--- src/rtl/aud_pkg.sv ---
// Shared definitions for the audio recorder and player.
//   AudAddrW / AudDataW : default SRAM word-address and sample widths
//   I2sBits             : data bits per I2S channel slot
//   aud_state_e         : recorder FSM state encoding
package aud_pkg;

  localparam int unsigned AudAddrW = 20;
  localparam int unsigned AudDataW = 16;
  localparam int unsigned I2sBits  = 16;
  // Wide enough to hold the value I2sBits itself (terminal count).
  localparam int unsigned BitCntW  = $clog2(I2sBits + 1);

  typedef enum logic [2:0] {
    StIdle,
    StWaitLrc,
    StRecv,
    StWrite,
    StPause
  } aud_state_e;

endpackage

--- src/rtl/aud_lrc_edge.sv ---
// LRC edge detector: registers the codec LR clock once and flags the
// change between the registered (previous) and current value.
//   clk_i   : codec bit clock
//   rst_ni  : asynchronous active-low reset, clears the LRC history
//   lrc_i   : codec ADC LR clock
//   rise_o  : previous 0, current 1 (start of right channel)
//   fall_o  : previous 1, current 0 (start of left channel)
module aud_lrc_edge (
  input  logic clk_i,
  input  logic rst_ni,
  input  logic lrc_i,
  output logic rise_o,
  output logic fall_o
);

  logic lrc_q;

  always_ff @(posedge clk_i or negedge rst_ni) begin
    if (!rst_ni) begin
      lrc_q <= 1'b0;
    end else begin
      lrc_q <= lrc_i;
    end
  end

  assign rise_o = lrc_i & ~lrc_q;
  assign fall_o = ~lrc_i & lrc_q;

endmodule

--- src/rtl/aud_recorder.sv ---
// I2S audio recorder: deserialises codec ADC samples and writes them to
// consecutive SRAM word addresses.
//   i_bclk, i_rst_n        : bit clock (rising edge) and async active-low reset
//   i_adclrck, i_aud_adcdat: codec LR clock and serial data (I2S, MSB first)
//   i_start/i_pause/i_stop : single-cycle controls, priority stop > pause > start
//   o_we, o_address, o_data: one-cycle write strobe with address and sample
//   o_full                 : sticky, set after writing the last address
//   o_busy                 : high whenever not idle
// Build option: define AUD_REC_STEREO_EN to also capture the right channel
// (LRC rising edge); otherwise only the left channel is recorded.
module aud_recorder
  import aud_pkg::*;
#(
  parameter int unsigned ADDR_W = AudAddrW,
  parameter int unsigned DATA_W = AudDataW
) (
  input  logic              i_bclk,
  input  logic              i_rst_n,
  input  logic              i_adclrck,
  input  logic              i_aud_adcdat,
  input  logic              i_start,
  input  logic              i_pause,
  input  logic              i_stop,
  output logic              o_we,
  output logic [ADDR_W-1:0] o_address,
  output logic [DATA_W-1:0] o_data,
  output logic              o_full,
  output logic              o_busy
);

  aud_state_e         state_q, state_d;
  logic [BitCntW-1:0] cnt_q, cnt_d;
  logic [DATA_W-1:0]  shift_q, shift_d;
  logic               pause_q, pause_d;
  logic               we_q, we_d;
  logic [ADDR_W-1:0]  addr_q, addr_d;
  logic [DATA_W-1:0]  data_q, data_d;
  logic               full_q, full_d;

  logic lrc_rise;
  logic lrc_fall;
  logic capture_start;

  aud_lrc_edge u_lrc_edge (
    .clk_i  (i_bclk),
    .rst_ni (i_rst_n),
    .lrc_i  (i_adclrck),
    .rise_o (lrc_rise),
    .fall_o (lrc_fall)
  );

`ifdef AUD_REC_STEREO_EN
  assign capture_start = lrc_fall | lrc_rise;
`else
  assign capture_start = lrc_fall;
  logic unused_rise;
  assign unused_rise = lrc_rise;
`endif

  always_comb begin
    state_d = state_q;
    cnt_d   = cnt_q;
    shift_d = shift_q;
    pause_d = pause_q;
    we_d    = 1'b0;
    addr_d  = addr_q;
    data_d  = data_q;
    full_d  = full_q;

    unique case (state_q)
      StIdle: begin
        if (i_start && !i_stop) begin
          addr_d  = '0;
          full_d  = 1'b0;
          pause_d = 1'b0;
          state_d = StWaitLrc;
        end
      end

      StWaitLrc: begin
        if (i_stop) begin
          pause_d = 1'b0;
          state_d = StIdle;
        end else if (i_pause) begin
          state_d = StPause;
        end else if (capture_start) begin
          cnt_d   = '0;
          shift_d = '0;
          state_d = StRecv;
        end
      end

      StRecv: begin
        if (i_stop) begin
          // Partial word is dropped; address keeps the count already written.
          pause_d = 1'b0;
          state_d = StIdle;
        end else begin
          if (i_pause) begin
            pause_d = 1'b1;
          end
          if (cnt_q == BitCntW'(I2sBits)) begin
            // All bits in: present the word with the strobe next cycle.
            we_d    = 1'b1;
            data_d  = shift_q;
            state_d = StWrite;
          end else begin
            shift_d = {shift_q[DATA_W-2:0], i_aud_adcdat};
            cnt_d   = cnt_q + 1'b1;
          end
        end
      end

      StWrite: begin
        // The write is happening this cycle, so the address advances even on stop.
        if (addr_q == {ADDR_W{1'b1}}) begin
          full_d  = 1'b1;
          pause_d = 1'b0;
          state_d = StIdle;
        end else begin
          addr_d = addr_q + 1'b1;
          if (i_stop) begin
            pause_d = 1'b0;
            state_d = StIdle;
          end else if (pause_q || i_pause) begin
            pause_d = 1'b0;
            state_d = StPause;
          end else begin
            state_d = StWaitLrc;
          end
        end
      end

      StPause: begin
        if (i_stop) begin
          state_d = StIdle;
        end else if (!i_pause && i_start) begin
          state_d = StWaitLrc;
        end
      end

      default: begin
        state_d = StIdle;
      end
    endcase
  end

  always_ff @(posedge i_bclk or negedge i_rst_n) begin
    if (!i_rst_n) begin
      state_q <= StIdle;
      cnt_q   <= '0;
      shift_q <= '0;
      pause_q <= 1'b0;
      we_q    <= 1'b0;
      addr_q  <= '0;
      data_q  <= '0;
      full_q  <= 1'b0;
    end else begin
      state_q <= state_d;
      cnt_q   <= cnt_d;
      shift_q <= shift_d;
      pause_q <= pause_d;
      we_q    <= we_d;
      addr_q  <= addr_d;
      data_q  <= data_d;
      full_q  <= full_d;
    end
  end

  assign o_we      = we_q;
  assign o_address = addr_q;
  assign o_data    = data_q;
  assign o_full    = full_q;
  assign o_busy    = (state_q != StIdle);

endmodule

--- config.mk ---
export PLATFORM = sky130hd
export DESIGN_NAME = aud_recorder
export DESIGN_NICKNAME = d
export VERILOG_FILES = /design/src/rtl/aud_pkg.sv /design/src/rtl/aud_lrc_edge.sv /design/src/rtl/aud_recorder.sv
export SDC_FILE = /design/constraint.sdc
export NUM_CORES = 1
export LEC_CHECK = 0
export ABC_AREA = 1
export CAP_MARGIN = 0
export CORE_ASPECT_RATIO = 0.75
export CORE_UTILIZATION = 58
export CTS_CLUSTER_DIAMETER = 100
export CTS_CLUSTER_SIZE = 8
export DETAILED_ROUTE_END_ITERATION = 10
export GPL_TIMING_DRIVEN = 0
export HOLD_SLACK_MARGIN = 0.02
export PLACE_DENSITY_LB_ADDON = 0.15
export SETUP_SLACK_MARGIN = 0.15
export SLEW_MARGIN = 5
export SYNTH_ARGS = -nofsm -noshare
export SYNTH_HDL_FRONTEND = slang
export SYNTH_SLANG_ARGS = --single-unit
--- constraint.sdc ---
create_clock -name i_bclk -period 3.33 [get_ports i_bclk]
set_input_delay 0.333 -clock i_bclk [delete_from_list [all_inputs] [get_ports i_bclk]]
set_output_delay 0.333 -clock i_bclk [all_outputs]
set_load 0.05 [all_outputs]
==> metrics.md <==
| Metric | Value |
|---|---|
| R2r setup slk | 1.31 ns |
| DR WL/cell | 14.3 um |
| Clk Latency, worst-skew pair | 0.34 ns |
| Total core area | 5350 sq um |
| Initial Util | 60.1% |
| CP Launch Type | register |
| Setup CP Type | reg -> out |
| Placed Area | about 3800 sq um |
| DIE AREA | 5850 sq um |
| Clock Power Share | 25.4% |
| Number of I/O pins | 46 |
| Seq pwr share | 39.8% |
| Most used DFF post-synth | dfrtp_1 |
| Total GRT Usage | 28.7% |
| Crit path max fanout | 4 |
| Met1 Usage GRT | 40.7% |
| # diodes | 0 |
| Num CTS Buffers | 9 |
| Asr flop ratio synth | between 90% and 100% |
| Hold Violations, Final | 0 |
| Die Wd | 88.0 um |
| P_sw | 0.000943 W |
| Count leader, synth | nand2_1 |
| CTS tree | built |
| Placed Cells incl. Taps | 519 |
| Synth cell count leaders | nand2_1 (116), dfrtp_1 (64), nor2_1 (45) |
| Register-to-Register Path Depth | 10 |
| Worst setup margin | roughly 1.1 ns |
| Final setup skew | 0.00679 ns |
| Post-synthesis sequential area ratio | 49.8% |
| Final setup viols | 0 |
| Cts repair resizes | 0 |
| Crit. End Element | primary output |
| Final Util | 73.5% |
| Layout Cells excl Fill | 533 |
| Hold Buf Count CTS | 0 |
| DR iter-0 viols | 234 |
| Clock Sinks | 64 |
| Synth area leaders | dfrtp_1 (50%), nand2_1 (14%), nor2_1 (5.3%), inv_1 (4.6%), nand3_1 (4.4%) |
| P&R area growth vs syn | 22.3% |
| P_int | 0.00148 W |
| Global-route wire length before repair | 12300 um |
| Post-synth EDFFs | 0 |
| Post-Route WL | 7630 um |
| Share of the synthesized area in the top cell type | 49.8% |
| Layout cells sized above 1 | 10.9% |
| Reg-to-reg endpoint | o_address[2] |
| PortBufs | 45 |
| Fin. max-slew vios | 0 |
| Std-Cell Rows | 23 |
| Vias | 2846 |
| Die height | 66.5 um |
| Combinational fraction of design power | between 30% and 40% |
| DRC viols | 0 |
| Ys Warns | 0 |
| Worst min path class | in -> async |
| Syn_nets | 409 |
| Min cycle time layout | 2.19 ns |
| # nets final | 465 |
| Max cap viols | 0 |
| Post-CTS setup buffers | 0 |
| CTS root buffer | clkbuf_8 |
| Placed wire-length estimate | 5330 um |
| Clock Tree Buf Depth | 2 |
| GRT met3 Usage | 8.30% |
| Pre-CTS setup slack | 1.40 ns |
| CP Data Required Time | 3.00 ns |
| Status | finished clean |
| Clock-pin slew on the worst setup and hold paths | 0.07 ns |
| RSZ-0062 raised after global routing | no |
| Fin area | 3930 sq um |
| Static leakage | 1.75 nW |
| Gpl congestion | slightly below 1 |
| GR Util met2 | 41.5% |
| Initial antenna violation count | 0 |
| Netlist cell types | 30 |
| DR pass1 iterations | 5 |
| Gate Count Post-Synth | 399 |
| DR vias/cell | 5.34 |
| Antenna Nets Post-Route | 0 |
| Switching share of power | 38.9% |
| Max frequency | 457 MHz |
| Synthesized cell area | 3220 sq um |
| Largest net degree at the start of global routing | 65 |
| H-tree depth | 3 |
| Measured slew at the worst slew-check pin | 0.802 ns |
| Vias in the first global route | 2652 |
| CP arrival | 1.86 ns |
| Pwr dens | 616 nW/um^2 |
| Cell taking the most area after synthesis | dfrtp_1 |
| Mean Syn Cell Area | 8.06 sq um |
| Relative slew slack | between 40% and 50% |
| Reg2reg start | o_address[0] |
| Total of flip-flops plus latches after synthesis | 64 |
| Final worst path period share | 65.7% |
| Most Crowded Layer GR | met2 |
| Peak supply drop | 0.393 mV |
| Total gr overflow | 0 |
[state kept, by name, indices dropped and copies added (netlist names)]
signal,cells
state_q,3
o_address,20
u_lrc_edge.lrc_q,1
o_data,16
cnt_q,5
o_full,1
shift_q,16
pause_q,1
o_we,1
[cell families after synthesis]
family	synth area share [%]
and+or+nand+nor	28.7
DFF	49.8
AOI/OAI and AO/OA	10.0
buffers and inverters	7.23
xor gates and xnor gates	2.72
adders and majority gates	1.17
muxes	0.350
[worst max path at each step]
| stage | start | to | slack (ns) |
|---|---|---|---|
| floorplan | o_address[0] | o_address[0] | 1.35 |
| detailed placement | o_address[0] | o_address[17] | 1.40 |
| finish | state_q[1] | o_busy | 1.14 |
| global placement | i_rst_n | o_address[7] | -0.16 |
| global route | state_q[1] | o_busy | 1.02 |
| CTS | state_q[1] | o_busy | 1.15 |
[final cells by class]
class / count / area, sq um
sequential: 64 / 1600
multi-input combinational: 284 / 1380
tap: 75 / 93.8
fill: 428 / 1420
timing repair buffer: 45 / 448
clock buffer: 10 / 128
buffer: 10 / 78.8
clock inverter: 4 / 47.5
inverter: 41 / 154
[per-stage QoR]
| step | setup TNS, ns | total power, W | hold WS, ns |
|---|---|---|---|
| 6_report | 0 | 0.00242 | 0.0798 |
| 5_1_grt | 0 | 0.00255 | 0.126 |
| 2_1_floorplan | 0 | 0.00155 | 0.0374 |
| 4_1_cts | 0 | 0.00243 | 0.108 |
| 3_3_place_gp | -9.77 | 0.00178 | 0.459 |
| 3_5_place_dp | 0 | 0.00181 | 0.461 |
[per-layer routing]
layer / vias to the layer above / part of all wire [%]
met1: 1320 / 46
met2: 130 / 44
met4: 0 / 1.5
met5: - / 0
li1: 1380 / -
met3: 16 / 8.0
[power groups by stage]
stage	clock [W]	sequential [W]	combinational [W]
floorplan	0	0.00112	0.000431
global placement	0	0.000973	0.000809
detailed placement	0	0.000978	0.000836
CTS	0.000627	0.000964	0.000840
global route	0.000662	0.000978	0.000907
finish	0.000617	0.000966	0.000842
[placed cells by master, fill, tap and decap left out, drive strengths merged]
cell type      synthesis  final
xnor2                  3      3
clkinv                 0      2
nor2                  52     52
bufinv                 0      1
nor3                   3      3
nand3                 31     31
a21oi                 16     16
nor3b                  1      1
o2111ai                1      1
nand2                120    120
o21bai                 2      2
or2                    2      2
mux2                   1      1
inv                   41     41
xor2                   7      7
o211ai                 1      1
clkinvlp               0      1
buf                    8      9
clkbuf                 2     12
o21ai                 37     37
nand4                  4      4
clkdlybuf4s50          0     44
ha                     3      3
dfrtp                 64     64
[worst max-delay path, cell delays in order (launching register included)]
cell             delay (ns)
dfrtp_1                0.43
nor2_1                 0.26
nand2_1                0.11
clkdlybuf4s50_1        0.71
No activity file was read; power rests on OpenSTA's default activity.
